File: config.mk
export PLATFORM = sky130hd
export DESIGN_NAME = prdct_bht
export DESIGN_NICKNAME = d
export VERILOG_FILES = /design/src/rtl/prdct_bht.sv
export SDC_FILE = /design/constraint.sdc
export NUM_CORES = 1
export LEC_CHECK = 0
export BUFFER_PORTS_ARGS = -buffer_cell sky130_fd_sc_hd__buf_2
export CORE_AREA = 2 2 203 205
export CTS_CLUSTER_SIZE = 12
export DETAILED_ROUTE_END_ITERATION = 16
export DIE_AREA = 0 0 205 207
export PLACE_DENSITY_LB_ADDON = 0.05
export REMOVE_ABC_BUFFERS = 1
export SYNTH_ARGS = -nofsm -noshare
export SYNTH_HDL_FRONTEND = slang
export SYNTH_SLANG_ARGS = --single-unit
File: constraint.sdc
create_clock -name clk -period 10 [get_ports clk]
set_input_delay 1 -clock clk [delete_from_list [all_inputs] [get_ports clk]]
set_output_delay 1 -clock clk [all_outputs]
set_load 0.005 [all_outputs]
File: src/rtl/prdct_bht.sv
// ID-stage branch predictor: PC-indexed saturating counters with a BTFN fallback for
// untrained entries, always-taken JAL, and a circular return-address stack for JALR.
module prdct_bht #(
  parameter int                BHT_DEPTH      = 64,
  parameter int                CNT_W          = 2,
  parameter int                RAS_DEPTH      = 4,
  parameter int                ADDR_W         = 32,
  parameter logic [ADDR_W-1:0] CPU_RESET_ADDR = '0
) (
  input  logic              clk,
  input  logic              rstn,
  input  logic              id_valid_i,
  input  logic              id_stall_i,
  input  logic [31:0]       inst_i,
  input  logic [ADDR_W-1:0] instaddr_i,
  input  logic [31:0]       rs1_fwd_i,
  output logic              prd_jump_en_o,
  output logic [ADDR_W-1:0] prd_jump_base_o,
  output logic [31:0]       prd_jump_ofset_o,
  input  logic              ex_br_valid_i,
  input  logic [ADDR_W-1:0] ex_br_pc_i,
  input  logic              ex_br_taken_i,
  input  logic              ex_mispred_i,
  output logic [31:0]       mispred_cnt_o
);
  localparam int               IDX_W    = $clog2(BHT_DEPTH);
  localparam int               PTR_W    = $clog2(RAS_DEPTH);
  localparam logic [CNT_W-1:0] CNT_INIT = {1'b0, {(CNT_W-1){1'b1}}};
  localparam logic [CNT_W-1:0] CNT_MAX  = '1;
  localparam logic [PTR_W:0]   RAS_FULL = (PTR_W+1)'(RAS_DEPTH);
  localparam logic [6:0]       OP_BR    = 7'b1100011;
  localparam logic [6:0]       OP_JAL   = 7'b1101111;
  localparam logic [6:0]       OP_JALR  = 7'b1100111;

  logic [CNT_W-1:0]     cnt_q [BHT_DEPTH];
  logic [BHT_DEPTH-1:0] valid_q;
  logic [ADDR_W-1:0]    ras_q [RAS_DEPTH];
  logic [PTR_W-1:0]     ras_ptr_q, ras_ptr_d;
  logic [PTR_W:0]       ras_cnt_q, ras_cnt_d;
  logic [31:0]          mispred_cnt_q;

  logic [4:0]       rd, rs1;
  logic             is_b, is_jal, is_jalr, rd_link, rs1_link, is_ret;
  logic             ras_upd, do_pop, do_push;
  logic [31:0]      imm_b, imm_j, imm_i;
  logic [IDX_W-1:0] idx, ui;
  logic [PTR_W-1:0] ras_top_ptr, ras_wr_ptr;
  logic [CNT_W-1:0] tr_old, tr_new;
  logic             unused_bits;

  assign rd       = inst_i[11:7];
  assign rs1      = inst_i[19:15];
  assign is_b     = (inst_i[6:0] == OP_BR);
  assign is_jal   = (inst_i[6:0] == OP_JAL);
  assign is_jalr  = (inst_i[6:0] == OP_JALR);
  assign rd_link  = (rd == 5'd1) || (rd == 5'd5);
  assign rs1_link = (rs1 == 5'd1) || (rs1 == 5'd5);
  assign imm_b    = {{20{inst_i[31]}}, inst_i[7], inst_i[30:25], inst_i[11:8], 1'b0};
  assign imm_j    = {{12{inst_i[31]}}, inst_i[19:12], inst_i[20], inst_i[30:21], 1'b0};
  assign imm_i    = {{20{inst_i[31]}}, inst_i[31:20]};
  assign idx      = instaddr_i[IDX_W+1:2];
  assign ui       = ex_br_pc_i[IDX_W+1:2];

  assign unused_bits = ^{inst_i[14:12], ex_br_pc_i[ADDR_W-1:IDX_W+2], ex_br_pc_i[1:0]};

  // A return is predicted only from a non-empty stack; otherwise it falls back to rs1.
  assign is_ret      = is_jalr && rs1_link && !rd_link && (ras_cnt_q != '0);
  assign ras_top_ptr = ras_ptr_q - PTR_W'(1);
  assign ras_upd     = id_valid_i && !id_stall_i;
  assign do_pop      = ras_upd && is_jalr && rs1_link && (!rd_link || (rs1 != rd)) &&
                       (ras_cnt_q != '0);
  assign do_push     = ras_upd && (is_jal || is_jalr) && rd_link;
  assign ras_wr_ptr  = do_pop ? ras_top_ptr : ras_ptr_q;

  always_comb begin
    prd_jump_en_o    = 1'b0;
    prd_jump_base_o  = CPU_RESET_ADDR;
    prd_jump_ofset_o = '0;
    if (rstn && id_valid_i) begin
      if (is_b) begin
        prd_jump_en_o    = valid_q[idx] ? cnt_q[idx][CNT_W-1] : imm_b[31];
        prd_jump_base_o  = instaddr_i;
        prd_jump_ofset_o = imm_b;
      end else if (is_jal) begin
        prd_jump_en_o    = 1'b1;
        prd_jump_base_o  = instaddr_i;
        prd_jump_ofset_o = imm_j;
      end else if (is_jalr) begin
        prd_jump_en_o = 1'b1;
        if (is_ret) begin
          prd_jump_base_o = ras_q[ras_top_ptr];
        end else begin
          prd_jump_base_o  = ADDR_W'(rs1_fwd_i);
          prd_jump_ofset_o = imm_i;
        end
      end
    end
  end

  // Pop happens first so a coroutine JALR replaces the top entry in place.
  always_comb begin
    ras_ptr_d = ras_ptr_q;
    ras_cnt_d = ras_cnt_q;
    if (do_pop) begin
      ras_ptr_d = ras_top_ptr;
      ras_cnt_d = ras_cnt_q - (PTR_W+1)'(1);
    end
    if (do_push) begin
      ras_ptr_d = ras_wr_ptr + PTR_W'(1);
      if (ras_cnt_d != RAS_FULL) begin
        ras_cnt_d = ras_cnt_d + (PTR_W+1)'(1);
      end
    end
  end

  always_ff @(posedge clk) begin
    if (!rstn) begin
      ras_ptr_q <= '0;
      ras_cnt_q <= '0;
    end else begin
      ras_ptr_q <= ras_ptr_d;
      ras_cnt_q <= ras_cnt_d;
    end
  end

  always_ff @(posedge clk) begin
    if (rstn && do_push) begin
      ras_q[ras_wr_ptr] <= instaddr_i + ADDR_W'(4);
    end
  end

  assign tr_old = cnt_q[ui];
  always_comb begin
    tr_new = tr_old;
    if (ex_br_taken_i) begin
      if (tr_old != CNT_MAX) tr_new = tr_old + CNT_W'(1);
    end else begin
      if (tr_old != '0) tr_new = tr_old - CNT_W'(1);
    end
  end

  always_ff @(posedge clk) begin
    if (!rstn) begin
      valid_q <= '0;
      for (int i = 0; i < BHT_DEPTH; i++) cnt_q[i] <= CNT_INIT;
    end else if (ex_br_valid_i) begin
      valid_q[ui] <= 1'b1;
      cnt_q[ui]   <= tr_new;
    end
  end

  always_ff @(posedge clk) begin
    if (!rstn) begin
      mispred_cnt_q <= '0;
    end else if (ex_mispred_i && (mispred_cnt_q != 32'hFFFF_FFFF)) begin
      mispred_cnt_q <= mispred_cnt_q + 32'd1;
    end
  end

  assign mispred_cnt_o = mispred_cnt_q;
endmodule
==> results.sh, run 1 <==
export IMPL_nFillCells=3683
export IMPL_design_die_area_mm2=0.0424
export IMPL_cts_resized_gates=0
export IMPL_worstPathMaxFanout=38
export IMPL_finalSetupViolCount=0
export IMPL_crit_required_ns=9.00
export IMPL_synth_seq_area_share_pct=54.4
export IMPL_clk_path_buf_depth=3
export IMPL_tritoncts="yes"
export IMPL_num_antenna_cells=0
export IMPL_synth_top_area_cell="edfxtp_1"
export IMPL_yosys_warnings=0
export IMPL_r2r_start="cnt_q[22][1]"
export IMPL_slew_headroom_pct=34.0
export IMPL_initial_utilization_pct=44.2
export IMPL_seqPwrFrac_pct=47.6
export IMPL_fin_crit_sh_pct=49.4
export IMPL_netlist_cell_type_count=69
export IMPL_vias=12502
export IMPL_arrival_ns=3.94
export IMPL_synth_area_per_cell_um2=11.4
export IMPL_hold_path_class="reg2reg"
export IMPL_fin_skew_ns=0.0166
export IMPL_max_freq_ghz=0.202
export IMPL_cts_root_buf="clkbuf_16"
export IMPL_antenna_found_initial=0
export IMPL_start_kind="input port"
export IMPL_synth_edf_count=256
export IMPL_row_count=74
export IMPL_layout_drive_gt1_share_pct=27.0
export IMPL_setup_total_negative_slack_ns=0
export IMPL_synthArstFlopShare_pct=0
export IMPL_synthTopCellsByArea="edfxtp_1, mux4_2, dfxtp_1"
export IMPL_route_detailed_drc=0
export IMPL_fin_nets=1859
export IMPL_wirelength_um=45700
export IMPL_clk_pin_slew_ns=0.06
export IMPL_grt_pass1_wl_um=71500
export IMPL_io_pins=232
export IMPL_final_min_clock_period_ns=4.94
export IMPL_setup_ws_ns=5.06
export IMPL_h_tree_depth=2
export IMPL_swShare_pct=22.6
export IMPL_post_cts_buffers=0
export IMPL_final_max_slew_viol_count=0
export IMPL_whs_ns=0.437
export IMPL_ff_latch_area_mm2=0.00971
export IMPL_cts_buffers=41
export IMPL_clk_latency_ns=0.54
export IMPL_hpwl_um=29300
export IMPL_comb_power_share_pct=7.0
export IMPL_wl_per_cell_um=20.0
export IMPL_critPathCaptureType="primary output"
export IMPL_grt_max_degree=81
export IMPL_startpoint="instaddr_i[2]"
export IMPL_dr_pass1_iters=5
export IMPL_grt_pass1_vias=12389
export IMPL_track_usage_pct=21.7
export IMPL_synth_flop_cell="edfxtp_1"
export IMPL_core_mm2=0.0404
export IMPL_yosys_register_bits=357
export IMPL_rsz0062_at_grt="false"
export IMPL_p_leak_uw=0.00765
export IMPL_hold_viol_final=0
export IMPL_final_common_cell="nand2_1"
export IMPL_status="finished clean"
export IMPL_hp_start="valid_q[35]"
export IMPL_die_width_um=205
export IMPL_p_int_uw=2610
export IMPL_cts_sinks=357
export IMPL_max_vdd_ir_drop_v=0.000112
export IMPL_synth_top_area_share_pct=43.1
export IMPL_power_density_mw_per_mm2=164
export IMPL_dr_first_iter_drc_count=993
export IMPL_gp_congestion=0.802
export IMPL_pre_cts_slack_ns=4.98
export IMPL_gr_total_overflow=0
export IMPL_syn2layout_area_growth_pct=15.2
export IMPL_final_cell_mix="nand2_1, edfxtp_1, buf_2, nor2_1, dfxtp_1"
export IMPL_critical_path_class="in2out"
export IMPL_power_total_uw=3380
export IMPL_cts_hold_buf=0
export IMPL_cap_violations=0
export IMPL_p_clk_share_pct=45.4
export IMPL_port_buffers=205
export IMPL_ant_nets=0
export IMPL_die_h_um=207
export IMPL_synth_area_mm2=0.0178
export IMPL_multiInputGateArea_mm2=0.00745
export IMPL_worst_pin_slew_ns=0.990
export IMPL_routed_via_density=5.47
export IMPL_syn_inst=1562
export IMPL_switchingPower_uw=762
-- worst paths after layout --
kind,endpoint,slack [ns],cells after the start
hold / removal,valid_q[35],0.44,2
setup / recovery,prd_jump_en_o,5.06,10
hold reg to reg,valid_q[35],0.44,2
setup reg to reg,cnt_q[27][0],6.28,8
-- metal layers --
| layer | GRT usage, % | up-vias | part of all wire, % |
|---|---|---|---|
| li1 | - | 5937 | - |
| met1 | 30.2 | 6161 | 44 |
| met2 | 36.0 | 359 | 49 |
| met3 | 3.46 | 45 | 5.7 |
| met4 | 4.52 | 0 | 1.5 |
| met5 | 0 | - | 0 |
-- cell usage after synthesis, types with 12 or more instances --
cell	count
edfxtp_1	256
clkbuf_1	71
a21oi_1	78
xnor2_1	50
nand3_2	60
and3_1	12
mux4_2	90
buf_2	20
nand3_1	47
a22oi_1	13
dfxtp_1	101
buf_4	18
nor3_1	17
nor2_1	131
xor2_1	21
inv_1	16
nand2_1	362
and2_1	48
mux2i_1	14
nand4_1	12
-- sequential cells by signal, summed over array words and instances (netlist names) --
register	cells
mispred_cnt_o	32
cnt_q	128
ras_cnt_q	3
ras_ptr_q	2
valid_q	64
ras_q	128
-- cell type report --
| cell class | count | share of cell area (%) |
|---|---|---|
| sequential | 357 | 47.2 |
| timing repair buffer | 237 | 6.17 |
| clock buffer | 59 | 5.66 |
| multi-input combinational | 1065 | 36.2 |
| tap | 532 | 3.24 |
| inverter | 18 | 0.329 |
| clock inverter | 17 | 1.12 |
-- power groups by stage --
stage,logic [µW],clock network [µW],registers (µW)
finish,236,1530,1610
global route,256,1630,1610
CTS,239,1570,1610
detailed placement,238,0,1640
global placement,235,0,1640
floorplan,118,0,1630
-- logic make-up (layout without fill, tap and decap cells) --
logic type      count (synthesis)  after routing  share of synthesized area (%)
xor+xnor                       71             71                           3.48
compound gates                133            133                           4.61
flops                         357            357                           54.4
buf+inv                       140            331                           4.09
fa+ha+maj                       6              6                          0.400
mux                           111            111                           12.6
simple gates                  744            744                           20.4
-- stage by stage --
stage	cells	util, %	instance area [µm²]
finish	2285	50.9	20600
global route	2285	50.9	20600
CTS	2285	50.9	20600
detailed placement	2209	47.5	19200
global placement	2209	47.5	19200
floorplan	1440	-	17200
-- worst max-delay path, stage by stage --
cell and delay (ns):
buf_2 0.07, buf_4 0.61, mux4_2 0.62, a22o_1 0.24, o21ai_0 0.31, o41ai_1 0.19
a2111o_1 0.49, nand3_1 0.11, a21oi_1 0.07, buf_2 0.18
No activity file was read; power rests on OpenSTA's default activity.
==> run 2: changes to the inputs <==
==> constraint.sdc (replaced) <==
create_clock -name clk -period 4.7 [get_ports clk]
set_input_delay 0.47 -clock clk [delete_from_list [all_inputs] [get_ports clk]]
set_output_delay 0.47 -clock clk [all_outputs]
set_load 0.005 [all_outputs]
==> run 2 against run 1 <==
Against the previous run:
- first-iteration DRC count down 12%
- via count grew 0.34%
- worst setup slack got worse by 4.1 ns
- worst hold slack worse by 0.27 ns
- final area rose by 0.18%
- clock power increased by 95%
- routed wire length decreased by 0.18%
- clock-buffer cell count increased by 2
- sequential share of layout area is 0.086 points lower
- core utilization is 0.093 points higher
- register-to-register slack worse by 4.8 ns
- largest cell class unchanged
==> results.sh, run 2 (synthesis gave the netlist of run 1 again) <==
export IMPL_syn2layout_area_growth_pct=15.4
export IMPL_setup_ws_ns=0.969
export IMPL_whs_ns=0.163
export IMPL_placedInstanceArea_mm2=0.0193
export IMPL_slowest_delay_ns=0.59
export IMPL_routed_via_density=5.46
export IMPL_cap_violations=0
export IMPL_h_tree_depth=2
export IMPL_initial_utilization_pct=44.2
export IMPL_core_mm2=0.0404
export IMPL_vias=12545
export IMPL_crit_required_ns=4.23
export IMPL_cts_resized_gates=0
export IMPL_ant_nets=0
export IMPL_cts_buffers=40
export IMPL_io_pins=232
export IMPL_die_width_um=205
export IMPL_gr_total_overflow=0
export IMPL_post_cts_buffers=0
export IMPL_num_antenna_cells=0
export IMPL_slowest_stage="mux4_2"
export IMPL_track_usage_pct=21.6
export IMPL_grt_pass1_vias=12294
export IMPL_worstPathMaxFanout=17
export IMPL_arrival_ns=3.26
export IMPL_finalSetupViolCount=0
export IMPL_critPathCaptureType="primary output"
export IMPL_row_count=74
export IMPL_top_regs="cnt_q x128, ras_q x128, valid_q x64"
export IMPL_grt_pass1_wl_um=70500
export IMPL_route_detailed_drc=0
export IMPL_wirelength_um=45600
export IMPL_design_die_area_mm2=0.0424
export IMPL_max_vdd_ir_drop_v=0.000287
export IMPL_slew_headroom_pct=30.7
export IMPL_setup_total_negative_slack_ns=0
export IMPL_wl_per_cell_um=19.9
export IMPL_path_buf_inv=2
export IMPL_grt_max_degree=91
export IMPL_crit_top_cell="buf_2"
export IMPL_port_buffers=205
export IMPL_critical_path_class="in2out"
export IMPL_status="finished clean"
export IMPL_pre_cts_slack_ns=0.882
export IMPL_dr_first_iter_drc_count=873
export IMPL_critPathTopFamily="multiplexers"
export IMPL_gp_congestion=0.785
export IMPL_fin_nets=1874
export IMPL_clk_path_buf_depth=3
export IMPL_die_h_um=207
export IMPL_max_freq_ghz=0.268
export IMPL_hpwl_um=30400
export IMPL_layout_drive_gt1_share_pct=27.4
export IMPL_antenna_found_initial=1
export IMPL_clk_latency_ns=0.56
export IMPL_rsz0062_at_grt="false"
export IMPL_clk_pin_slew_ns=0.06
export IMPL_p_leak_uw=0.00769
export IMPL_final_min_clock_period_ns=3.73
export IMPL_power_density_mw_per_mm2=336
export IMPL_crit_chain="buf_2 -> mux4_2 -> mux2i_1 -> a221o_1 -> a2bb2oi_1 -> a2111o_1 -> nand3_1 -> a21oi_1 -> buf_2"
export IMPL_start_kind="input port"
export IMPL_worst_pin_slew_ns=1.04
export IMPL_final_max_slew_viol_count=0
export IMPL_dr_pass1_iters=5
export IMPL_final_area_mm2=0.0206
export IMPL_final_common_cell="nand2_1"
export IMPL_fin_crit_sh_pct=79.4
export IMPL_cts_hold_buf=0
export IMPL_fin_skew_ns=0.0288
export IMPL_cts_sinks=357
export IMPL_hold_viol_final=0
export IMPL_cts_root_buf="clkbuf_16"
export IMPL_final_cell_mix="nand2_1, edfxtp_1, buf_2, nor2_1, dfxtp_1"
export IMPL_hold_path_class="in2reg"
export IMPL_tritoncts="yes"
## run 2: per-layer routing
layer	global-route usage [%]	wire length, µm	vias to the layer above
li1	-	-	5954
met1	29.9	19900	6214
met2	35.7	22400	324
met3	3.57	2530	51
met4	4.76	774	2
met5	0	11	-
## run 2: cell type report
| type | instances | area (µm²) |
|---|---|---|
| Clock inverter | 13 | 71.3 |
| Fill cell | 3642 | 19800 |
| Inverter | 18 | 67.6 |
| Tap cell | 532 | 666 |
| Clock buffer | 61 | 1190 |
| Multi-Input combinational cell | 1065 | 7450 |
| Sequential cell | 357 | 9710 |
| Timing Repair Buffer | 253 | 1440 |
## run 2: worst paths after layout
| kind | start | to | slack [ns] | cells after the start |
|---|---|---|---|---|
| max | instaddr_i[2] | prd_jump_en_o | 0.97 | 9 |
| min | instaddr_i[1] | ras_q[3][1] | 0.16 | 1 |
| max reg2reg | ras_cnt_q[0] | ras_q[3][7] | 1.48 | 9 |
| min reg2reg | valid_q[50] | valid_q[50] | 0.44 | 2 |
## run 2: stage by stage
step / total power [µW] / util (%) / std cells
finish: 6920 / 51.0 / 2299
global route: 7160 / 51.0 / 2299
CTS: 7010 / 51.0 / 2299
detailed placement: 4010 / 47.9 / 2225
global placement: 4000 / 47.9 / 2225
floorplan: 3730 / - / 1440
## run 2: power breakdown
| group | total, µW | internal, µW | switching [µW] | leakage (µW) |
|---|---|---|---|---|
| combinational | 518 | 178 | 341 | 0.00395 |
| clock | 2980 | 1750 | 1230 | 0.000620 |
| sequential | 3420 | 3400 | 18.0 | 0.00311 |
==> run 3: changes to the inputs <==
==> constraint.sdc (replaced) <==
create_clock -name clk -period 3.4 [get_ports clk]
set_input_delay 0.34 -clock clk [delete_from_list [all_inputs] [get_ports clk]]
set_output_delay 0.34 -clock clk [all_outputs]
set_load 0.005 [all_outputs]
==> run 3 against run 2 <==
Against the previous run:
- global-route usage grew 0.37 points
- non-clock buffer count grew 25
- total power grew 41%
- highest routed layer unchanged
==> results.sh, run 3 (synthesis gave the netlist of run 1 again) <==
export IMPL_final_area_mm2=0.0209
export IMPL_nFillCells=3647
export IMPL_port_buffers=205
export IMPL_worstPathMaxFanout=2
export IMPL_route_detailed_drc=0
export IMPL_r2r_start="cnt_q[23][1]"
export IMPL_gp_congestion=0.851
export IMPL_dr_first_iter_drc_count=807
export IMPL_h_tree_depth=2
export IMPL_initial_utilization_pct=44.2
export IMPL_critPathTopFamily="compound AO/OA/AOI/OAI gates"
export IMPL_start_kind="flop"
export IMPL_placedInstanceArea_mm2=0.0196
export IMPL_status="finished clean"
export IMPL_hpwl_um=31900
export IMPL_cap_violations=0
export IMPL_worstReg2RegEnd="cnt_q[63][1]"
export IMPL_io_pins=232
export IMPL_grt_pass1_vias=12387
export IMPL_critical_path_class="reg2out"
export IMPL_final_cell_mix="nand2_1, edfxtp_1, buf_2, nor2_1, dfxtp_1"
export IMPL_slowest_stage="mux4_2"
export IMPL_slew_headroom_pct=13.0
export IMPL_arrival_ns=2.89
export IMPL_crit_chain="mux4_2 -> a22o_1 -> o21ai_1 -> o41ai_1 -> a2111o_1 -> nand3_1 -> a21oi_1 -> buf_2"
export IMPL_fin_skew_ns=0.0140
export IMPL_hold_end="ras_q[1][0]"
export IMPL_fin_nets=1900
export IMPL_max_freq_ghz=0.310
export IMPL_hold_path_class="in2reg"
export IMPL_dr_pass1_iters=5
export IMPL_crit_required_ns=3.06
export IMPL_power_density_mw_per_mm2=468
export IMPL_hp_start="instaddr_i[0]"
export IMPL_critPathCaptureType="primary output"
export IMPL_path_buf_inv=1
export IMPL_max_vdd_ir_drop_v=0.000349
export IMPL_finalSetupViolCount=0
export IMPL_final_common_cell="nand2_1"
export IMPL_rsz0062_at_grt="false"
export IMPL_layout_drive_gt1_share_pct=28.4
export IMPL_instances_no_fill=2325
export IMPL_ff2ff_setup_slack_ns=0.56
export IMPL_antenna_found_initial=1
export IMPL_num_antenna_cells=0
export IMPL_r2r_cells=8
export IMPL_ant_nets=0
export IMPL_vias=12633
export IMPL_wl_per_cell_um=19.9
export IMPL_cts_root_buf="clkbuf_16"
export IMPL_clk_latency_ns=0.56
export IMPL_hold_viol_final=0
export IMPL_die_h_um=207
export IMPL_final_min_clock_period_ns=3.23
export IMPL_pre_cts_slack_ns=0.209
export IMPL_p_leak_uw=0.00785
export IMPL_row_count=74
export IMPL_gr_total_overflow=0
export IMPL_core_mm2=0.0404
export IMPL_clk_path_buf_depth=3
export IMPL_syn2layout_area_growth_pct=17.2
export IMPL_finish_utilization_pct=51.8
export IMPL_grt_pass1_wl_um=71600
export IMPL_placed_cells=2249
export IMPL_wirelength_um=46200
export IMPL_clk_pin_slew_ns=0.06
export IMPL_design_die_area_mm2=0.0424
export IMPL_fin_crit_sh_pct=95.0
export IMPL_top_regs="cnt_q x128, ras_q x128, valid_q x64"
export IMPL_track_usage_pct=21.9
export IMPL_tritoncts="yes"
export IMPL_routed_via_density=5.43
export IMPL_setup_ws_ns=0.169
export IMPL_cts_buffers=41
export IMPL_worst_pin_slew_ns=1.29
export IMPL_slowest_delay_ns=0.54
export IMPL_grt_max_degree=91
export IMPL_path_depth=8
export IMPL_setup_total_negative_slack_ns=0
export IMPL_final_max_slew_viol_count=0
export IMPL_die_width_um=205
export IMPL_cts_sinks=357
export IMPL_hold_depth=1
## run 3: final cells by class
type / count / area, µm² / share of cell area [%]
Sequential cell: 357 / 9710 / 46.4
Multi-Input combinational cell: 1065 / 7450 / 35.6
Timing Repair Buffer: 278 / 1720 / 8.20
Clock buffer: 59 / 1180 / 5.63
Tap cell: 532 / 666 / 3.18
Clock inverter: 16 / 133 / 0.634
Inverter: 18 / 67.6 / 0.323
## run 3: metrics by stage
step                      hold WS, ns  total power (µW)
after floorplan                 0.417              5150
after CTS                      0.0164              9900
after global routing           0.0388             10100
final                          0.0505              9790
after global placement          0.427              5560
after detailed placement        0.432              5570
## run 3: worst reg2reg max path: stages (launching register included)
cell      delay, ns
edfxtp_1       0.40
mux4_2         0.49
mux2_2         0.28
a22oi_1        0.24
o221ai_1       0.18
and4bb_1       0.35
maj3_2         0.25
buf_4          0.29
nor2_1         0.09
## run 3: metal layers
metal  global-route usage (%)  vias up  routed length [µm]  share of wire [%]
li1                         -     6000                   -                  -
met2                     36.8      333               22700                 49
met5                        0        -                  13              0.028
met3                     3.01       70                2260                4.9
met4                     6.18        2                1020                2.2
met1                     29.8     6228               20200                 44
## run 3: power breakdown
part	leakage [µW]	internal [µW]	switching (µW)
clock network	0.000636	2560	1750
logic	0.00410	265	480
registers	0.00311	4700	26.1
## run 3: worst max path at each step
stage | from | to | slack [ns]
finish | cnt_q[47][1] | prd_jump_en_o | 0.17
floorplan | inst_i[4] | ras_q[0][0] | -1.53
global placement | ex_br_pc_i[3] | cnt_q[45][0] | 0.28
global route | cnt_q[47][1] | prd_jump_en_o | 0.07
CTS | cnt_q[47][1] | prd_jump_en_o | 0.02
detailed placement | instaddr_i[3] | ras_q[3][31] | 0.21
## run 3: what timing repair did
item	in CTS	in global routing
endpoints found under the setup margin	2	3
pin swaps	0	0
hold buffers	1	0
endpoints found under the hold margin	2	0
resized for setup	1	2
setup buffers	0	0
